## src/rtl/lsu_sequencer.sv

```systemverilog
`default_nettype none
// ============================================================================
// lsu_sequencer : load/store to word-memory beat sequencer (LSU_MISALIGNED_SPLIT_EN)
// Revision 1.0
// ============================================================================
module lsu_sequencer #(
  parameter int ADDR_W = 32,
  parameter int DATA_W = 32
) (
  input  logic              clk,
  input  logic              rst_n,
  input  logic              i_req_valid,
  output logic              o_req_ready,
  input  logic              i_req_we,
  input  logic [2:0]        i_req_funct3,
  input  logic [ADDR_W-1:0] i_req_addr,
  input  logic [DATA_W-1:0] i_req_wdata,
  output logic              o_rsp_valid,
  output logic [DATA_W-1:0] o_rsp_rdata,
  output logic              o_rsp_err,
  output logic              o_mem_req,
  output logic              o_mem_we,
  output logic [ADDR_W-1:0] o_mem_addr,
  output logic [DATA_W-1:0] o_mem_wdata,
  output logic [3:0]        o_mem_strb,
  input  logic              i_mem_gnt,
  input  logic              i_mem_rvalid,
  input  logic [DATA_W-1:0] i_mem_rdata
);

  localparam logic [2:0] c_IDLE  = 3'd0;
  localparam logic [2:0] c_BEAT0 = 3'd1;
  localparam logic [2:0] c_WAIT0 = 3'd2;
  localparam logic [2:0] c_RESP  = 3'd3;
`ifdef LSU_MISALIGNED_SPLIT_EN
  localparam logic [2:0] c_BEAT1 = 3'd4;
  localparam logic [2:0] c_WAIT1 = 3'd5;
`else
  localparam logic [2:0] c_FAULT = 3'd6;
`endif

  logic [2:0]        r_state;
  logic              r_we;
  logic [2:0]        r_funct3;
  logic [ADDR_W-3:0] r_base;
  logic [1:0]        r_off;
  logic [31:0]       r_wdata0;
  logic [3:0]        r_strb0;
  logic              r_err;
  logic [31:0]       r_beat0;

  logic              w_accept;
  logic              w_legal;
  logic [3:0]        w_mask;
  logic [7:0]        w_strb8;
  logic              w_split;
  logic [4:0]        w_shamt;
  logic [4:0]        w_rshamt;
  logic [31:0]       w_wdata0;
  logic [31:0]       w_word;
  logic [31:0]       w_ext;

  assign o_req_ready = (r_state == c_IDLE);
  assign w_accept    = i_req_valid & o_req_ready;
  assign w_shamt     = {i_req_addr[1:0], 3'b000};
  assign w_rshamt    = {r_off, 3'b000};

  always_comb begin
    w_mask = 4'b1111;
    case (i_req_funct3[1:0])
      2'b00:   w_mask = 4'b0001;
      2'b01:   w_mask = 4'b0011;
      default: w_mask = 4'b1111;
    endcase
  end

  always_comb begin
    w_legal = 1'b0;
    case (i_req_funct3)
      3'b000, 3'b001, 3'b010: w_legal = 1'b1;
      3'b100, 3'b101:         w_legal = ~i_req_we;
      default:                w_legal = 1'b0;
    endcase
  end

  assign w_strb8 = {4'b0000, w_mask} << i_req_addr[1:0];
  assign w_split = |w_strb8[7:4];

`ifdef LSU_MISALIGNED_SPLIT_EN
  logic              r_split;
  logic [31:0]       r_wdata1;
  logic [3:0]        r_strb1;
  logic [31:0]       r_beat1;
  logic [63:0]       w_wdata_wide;

  assign w_wdata_wide = {32'b0, i_req_wdata} << w_shamt;
  assign w_wdata0     = w_wdata_wide[31:0];
  // Beat1 bytes sit above beat0 in the pair, so one right shift aligns both.
  assign w_word       = 32'({r_beat1, r_beat0} >> w_rshamt);
`else
  assign w_wdata0     = i_req_wdata << w_shamt;
  assign w_word       = r_beat0 >> w_rshamt;
`endif

  always_comb begin
    w_ext = w_word;
    case (r_funct3)
      3'b000:  w_ext = {{24{w_word[7]}}, w_word[7:0]};
      3'b001:  w_ext = {{16{w_word[15]}}, w_word[15:0]};
      3'b100:  w_ext = {24'b0, w_word[7:0]};
      3'b101:  w_ext = {16'b0, w_word[15:0]};
      default: w_ext = w_word;
    endcase
  end

  always_ff @(posedge clk) begin
    if (!rst_n) begin
      r_state  <= c_IDLE;
      r_we     <= 1'b0;
      r_funct3 <= 3'b000;
      r_base   <= '0;
      r_off    <= 2'b00;
      r_wdata0 <= '0;
      r_strb0  <= 4'b0000;
      r_err    <= 1'b0;
      r_beat0  <= '0;
`ifdef LSU_MISALIGNED_SPLIT_EN
      r_split  <= 1'b0;
      r_wdata1 <= '0;
      r_strb1  <= 4'b0000;
      r_beat1  <= '0;
`endif
    end else begin
      case (r_state)
        c_IDLE: begin
          if (w_accept) begin
            r_we     <= i_req_we;
            r_funct3 <= i_req_funct3;
            r_base   <= i_req_addr[ADDR_W-1:2];
            r_off    <= i_req_addr[1:0];
            r_wdata0 <= i_req_we ? w_wdata0 : 32'b0;
            r_strb0  <= w_strb8[3:0];
            r_beat0  <= '0;
`ifdef LSU_MISALIGNED_SPLIT_EN
            r_split  <= w_split;
            r_wdata1 <= i_req_we ? w_wdata_wide[63:32] : 32'b0;
            r_strb1  <= w_strb8[7:4];
            r_beat1  <= '0;
            r_err    <= ~w_legal;
            r_state  <= w_legal ? c_BEAT0 : c_RESP;
`else
            r_err    <= ~w_legal | w_split;
            if (!w_legal)
              r_state <= c_RESP;
            else if (w_split)
              r_state <= c_FAULT;
            else
              r_state <= c_BEAT0;
`endif
          end
        end
        c_BEAT0: begin
          if (i_mem_gnt) begin
`ifdef LSU_MISALIGNED_SPLIT_EN
            if (r_we)
              r_state <= r_split ? c_BEAT1 : c_RESP;
            else
              r_state <= c_WAIT0;
`else
            r_state <= r_we ? c_RESP : c_WAIT0;
`endif
          end
        end
        c_WAIT0: begin
          if (i_mem_rvalid) begin
            r_beat0 <= i_mem_rdata;
`ifdef LSU_MISALIGNED_SPLIT_EN
            r_state <= r_split ? c_BEAT1 : c_RESP;
`else
            r_state <= c_RESP;
`endif
          end
        end
`ifdef LSU_MISALIGNED_SPLIT_EN
        c_BEAT1: begin
          if (i_mem_gnt)
            r_state <= r_we ? c_RESP : c_WAIT1;
        end
        c_WAIT1: begin
          if (i_mem_rvalid) begin
            r_beat1 <= i_mem_rdata;
            r_state <= c_RESP;
          end
        end
`else
        c_FAULT: r_state <= c_RESP;
`endif
        c_RESP:  r_state <= c_IDLE;
        default: r_state <= c_IDLE;
      endcase
    end
  end

  // Beat fields are zero whenever no beat is presented, so reset clears them too.
  always_comb begin
    o_mem_req   = 1'b0;
    o_mem_we    = 1'b0;
    o_mem_addr  = '0;
    o_mem_wdata = '0;
    o_mem_strb  = 4'b0000;
    o_rsp_valid = 1'b0;
    o_rsp_err   = 1'b0;
    o_rsp_rdata = '0;
    case (r_state)
      c_BEAT0: begin
        o_mem_req   = 1'b1;
        o_mem_we    = r_we;
        o_mem_addr  = {r_base, 2'b00};
        o_mem_wdata = r_wdata0;
        o_mem_strb  = r_strb0;
      end
`ifdef LSU_MISALIGNED_SPLIT_EN
      c_BEAT1: begin
        o_mem_req   = 1'b1;
        o_mem_we    = r_we;
        o_mem_addr  = {r_base + (ADDR_W-2)'(1), 2'b00};
        o_mem_wdata = r_wdata1;
        o_mem_strb  = r_strb1;
      end
`endif
      c_RESP: begin
        o_rsp_valid = 1'b1;
        o_rsp_err   = r_err;
        o_rsp_rdata = (r_err || r_we) ? 32'b0 : w_ext;
      end
      default: ;
    endcase
  end

endmodule
`default_nettype wire

```

## config.mk

```make
export PLATFORM = sky130hd
export DESIGN_NAME = lsu_sequencer
export DESIGN_NICKNAME = d
export VERILOG_FILES = /design/src/rtl/lsu_sequencer.sv
export SDC_FILE = /design/constraint.sdc
export NUM_CORES = 1
export LEC_CHECK = 0
export CAP_MARGIN = 25
export CORE_MARGIN = 2
export CORE_UTILIZATION = 41
export CTS_CLUSTER_DIAMETER = 60
export DETAILED_ROUTE_END_ITERATION = 7
export GPL_TIMING_DRIVEN = 0
export PLACE_DENSITY = 0.74
export SLEW_MARGIN = 20
export SYNTH_ARGS = -nofsm -noshare
export SYNTH_HDL_FRONTEND = slang
export SYNTH_SLANG_ARGS = --single-unit
```

## constraint.sdc

```tcl
create_clock -name clk -period 1.9 [get_ports clk]
set_input_delay 0.38 -clock clk [delete_from_list [all_inputs] [get_ports clk]]
set_output_delay 0.38 -clock clk [all_outputs]
set_load 0.05 [all_outputs]
```

After elaboration in Yosys (flattened, before gate mapping)
Cells that the tools add are included.
{"block": "op_classes", "n_addsub": 0, "mul": 0, "n_div": 0, "n_lt_le_gt_ge": 0, "eq_ne": 15, "shift": 3, "muxes": 23, "bitwise_logic": 4, "reduce_logical": 12}
{"cell": "$mux W32", "count": 7}
{"cell": "$pmux W32 S4", "count": 1}
{"cell": "$pmux W32 S2", "count": 1}
{"cell": "$shl A32 B5 Y32", "count": 1}
{"cell": "$shr A32 B5 Y32", "count": 1}
{"cell": "$eq A3 B3 Y1 const B", "count": 5}
{"cell": "$mux W3", "count": 5}
{"cell": "$pmux W3 S4", "count": 1}
{"cell": "$eq A3 B1 Y1 const B", "count": 3}
{"cell": "$eq A3 B2 Y1 const B", "count": 3}
{"cell": "$logic_not A3 Y1", "count": 3}
{"cell": "$pmux W4 S2", "count": 1}
{"cell": "$shl A4 B2 Y8", "count": 1}
{"cell": "$reduce_and A3 Y1", "count": 2}
{"cell": "$mux W1", "count": 5}
{"cell": "$mux W4", "count": 1}
{"cell": "$ne A2 B2 Y1 const B", "count": 2}
{"cell": "$reduce_or A4 Y1", "count": 1}
{"cell": "$reduce_or A3 Y1", "count": 1}
{"cell": "$eq A2 B1 Y1 const B", "count": 1}
{"cell": "$logic_not A2 Y1", "count": 1}
{"cell": "$ne A2 B1 Y1 const B", "count": 1}
{"cell": "$not A1 Y1", "count": 2}
{"cell": "$pmux W1 S2", "count": 1}
{"cell": "other kinds (6)", "count": 6}
{"block": "word_totals", "regBits": 108, "latchBits": 0, "ram_bits": 0, "rom_bits": 0, "inputBits": 105, "output_inout_bits": 105, "word_cells": 66, "mem_count": 0}

Logic depth before layout (Yosys ltp)
{"block": "logic_depth", "ltp_word": 8, "mapped_depth": 7, "mapped_depth_nobuf": 4}

Worst setup path after synthesis
Ideal clock, no wire load.
{"block": "synth_timing", "path_kind": "register -> output", "from": "register r_state[0]", "to": "output o_rsp_rdata[6]", "t_arrival_ns": 2.715, "required_ns": 1.520, "path_slack_ns": -1.195, "stages_incl_launch_ff": 6, "path_buffers": 2, "path_cell_list": "dfxtp_1 -> buf_2 -> and3b_1 -> nand2_1 -> clkbuf_1 -> a211oi_1"}
{"block": "synth_via", "elab_chain_cells": 2}
{"element": "start: declaration", "line_no": "42", "source": "logic [2:0] r_state;"}
{"element": "start signal: assignment", "line_no": "118", "source": "r_state <= c_IDLE;"}
{"element": "start signal: assignment", "line_no": "154", "source": "r_state <= c_RESP;"}
{"element": "start signal: assignment", "line_no": "156", "source": "r_state <= c_FAULT;"}
{"element": "$eq A3 B2 Y1", "line_no": "214", "source": "case (r_state)"}
{"element": "$mux W32", "line_no": "214"}
{"element": "end: declaration", "line_no": "19", "source": "output logic [DATA_W-1:0] o_rsp_rdata,"}
No other way between the ends.

Final worst setup path
{"block": "layout_timing", "from": "register r_off[1]", "to": "output o_rsp_rdata[8]"}
{"block": "layout_via", "elab_chain_cells": 4}
{"element": "start: declaration", "line_no": "46", "source": "logic [1:0] r_off;"}
{"element": "start signal: assignment", "line_no": "140", "source": "r_off <= i_req_addr[1:0];"}
{"element": "$shr A32 B5 Y32", "line_no": "102", "source": "assign w_word = r_beat0 >> w_rshamt;"}
{"element": "$pmux W32 S4", "line_no": "107", "source": "case (r_funct3)"}
{"element": "$mux W32", "line_no": "234", "source": "o_rsp_rdata = (r_err || r_we) ? 32'b0 : w_ext;"}
{"element": "$mux W32", "line_no": "214"}
No other way between the ends.

==> results.ini <==
[final_layout]
register_area_um2 = 2170
multi_input_area_um2 = 4150
syn2layout_area_growth_pct = 80.1
fill_cells = 901
finalNetCount = 1099
antenna_cells = 0
drive_above_1_share = 0.404

[global_routing]
grt-ovfl-total = 0
grt_max_degree = 17
grt_antenna_before_repair = 0
globalRouteTotalUtil = 0.274
grt_pass1_wl_um = 32300
grt_pass1_vias = 6045

[run_status]
status = finished with violations
violations = negative setup slack

[routing]
drcViolationCount = 0
avgRoutedWirePerCell_um = 19.5
num_vias = 6579
drt_pass1_iterations = 7
vias_per_cell = 5.58
ant_nets = 0
wl_um = 23000
drt_iter0_drc = 532

[cts]
root_buffer = clkbuf_16
ctsHtreeMaxLevel = 3
clk_transition_reported_paths_ps = 80
cts_sinks = 108
cts-buffers-inserted = 9
ctsLongestPathBuffers = 2
cts_tree = yes
clkLatencyLatePin_ps = 360

[yosys]
synth_top_family_by_area = simple AND/OR/NAND/NOR gates
syn_area_per_cell_um2 = 8.31
yosysSeqAreaShare = 0.365
synthXorXnorAreaFrac = 0.00148
synth_compound_area_frac = 0.215
synth_flop_cell = dfxtp_1
synth.most_common_cell = nand2_1
syn_inst = 712
synth_area_um2 = 5920
synth_mux_area_frac = 0.0916
synth_edf_count = 0
yosys.area_share.simple = 0.272
ys_seq_elements = 108
synthTopCellsByArea = dfxtp_1, a21boi_0, and2_1
ys_top_cells_by_count = nand2_1, dfxtp_1, and2_1, a21boi_0
synth_top_area_cell = dfxtp_1
postSynth.asyncResetShare = 0
synth_fa_ha_area_frac = 0
synth_top_area_frac = 0.365
yosys.cell_types.count = 45
ys_warn_count = 0

[floorplanning]
die-height_um = 124
start_util = 0.423
fp.dieArea_um2 = 15400
io-pin-count = 210
rows = 43
core_um2 = 14000
die_w_um = 124

[worst_setup_path]
required_ps = 1520
critPathArrivalTime_ps = 2170
max_stage_delay_ps = 520
cp_max_fo = 8
cp_cell_sequence = mux2i_4 -> mux2_4 -> or3_4 -> a21oi_4 -> buf_6
slowest_stage = or3_4
critical_path.top_delay_family = simple AND/OR/NAND/NOR gates
criticalPathCategory = reg2out
path_buf_inv = 1
critPathCaptureType = output port
start_kind = register

[pwr]
power_w = 0.00776
vdd_drop_max_mv = 0.546
total_leakage_power_nw = 4.08
power_density_nw_per_um2 = 728

[place]
pre_cts_slack_ps = -1210
numPortBuffers = 203
gp_congestion = 0.891
dp_hpwl_um = 14700

[sta]
maxSlewHeadroom = 0.567
drv_slew = 0
fmax_ghz = 0.393
worst_slew_pin_slew_ps = 650
post-route-period-util = 1.34
holdWs_ps = 380
setup_violations = 106
fin_skew_ps = 13.5
rsz0062_at_grt = true
layout_setup_ws_ps = -645
period_needed_ps = 2550
hold_viol = 0

[worst_hold_path]
hold_path.class = in2reg

[job]
drv_cap = 0

## per-stage QoR
stage	area, µm²	util	std cells	TNS, ps
6_report	10700	0.762	1178	-38820
5_1_grt	10700	0.762	1178	-42690
4_1_cts	10000	0.717	1149	-29500
3_5_place_dp	8370	0.598	1096	-126080
3_3_place_gp	8370	0.598	1096	-125400
2_1_floorplan	6110	-	713	-12380
## area by class of cell
cell class | count | share of cell area
Tap cell | 180 | 0.0211
Sequential cell | 108 | 0.204
Inverter | 1 | 0.000352
Buffer | 59 | 0.0449
Multi-Input combinational cell | 535 | 0.390
Clock buffer | 11 | 0.0237
Clock inverter | 4 | 0.00458
Timing Repair Buffer | 280 | 0.311
## cell families after synthesis
group / Yosys count
simple gates: 310
compound gates: 179
flops: 108
buf+inv: 70
mux: 43
xor+xnor: 1
other cells: 1
## worst min-delay path: cells and delay by family
kind,cells,cell delay [ps]
buffers and inverters,1,150
AND/OR/NAND/NOR,1,90
AO/OA/AOI/OAI,1,70
## cell usage in the layout (no fill, tap or decap), types with 15 or more instances in the layout
cell,count
nand3_1,35
nor2b_1,38
nand2_1,114
clkdlybuf4s50_1,100
buf_6,69
a21boi_0,54
buf_4,30
mux2i_1,20
clkbuf_1,15
a21boi_1,21
buf_8,88
and2_4,68
dfxtp_1,102
a22oi_1,16
## sequential cells by signal, indices dropped and copies added, names as in the netlist
register  flops
r_beat0      32
r_base       30
r_off         2
r_state       3
r_wdata0     32
r_funct3      3
r_err         1
r_we          1
r_strb0       4
## worst paths after layout
path	start	to	slack (ps)	cells past startpoint
worst min-delay path	i_req_funct3[1]	r_funct3[1]	380	3
worst min register to register	r_base[26]	r_base[26]	470	2
worst max-delay path	r_off[1]	o_rsp_rdata[8]	-650	5
worst max register to register	r_state[2]	r_beat0[8]	-60	8
## power by group
part / switching, W / internal, W / leakage, nW / total (W)
clock: 0.000876 / 0.00109 / 0.151 / 0.00196
combinational: 0.00162 / 0.00157 / 3.05 / 0.00320
sequential: 0.000148 / 0.00245 / 0.881 / 0.00260
total: 0.00265 / 0.00511 / 4.08 / 0.00776
## layer usage
metal  wire [µm]  vias to the layer above  track usage
met3        1670                       63       0.0435
met2       11300                      339        0.464
met1        9430                     3160        0.355
li1            -                     3017            -
met5           0                        -            0
met4         648                        0       0.0906
## what timing repair did
action	in CTS	in global routing
endpoints found under the setup margin	143	199
setup buffers	36	36
pin swaps	30	60
resized for setup	964	141
hold buffers	0	0
cloned	5	4
(Power assumes the default switching activity.)
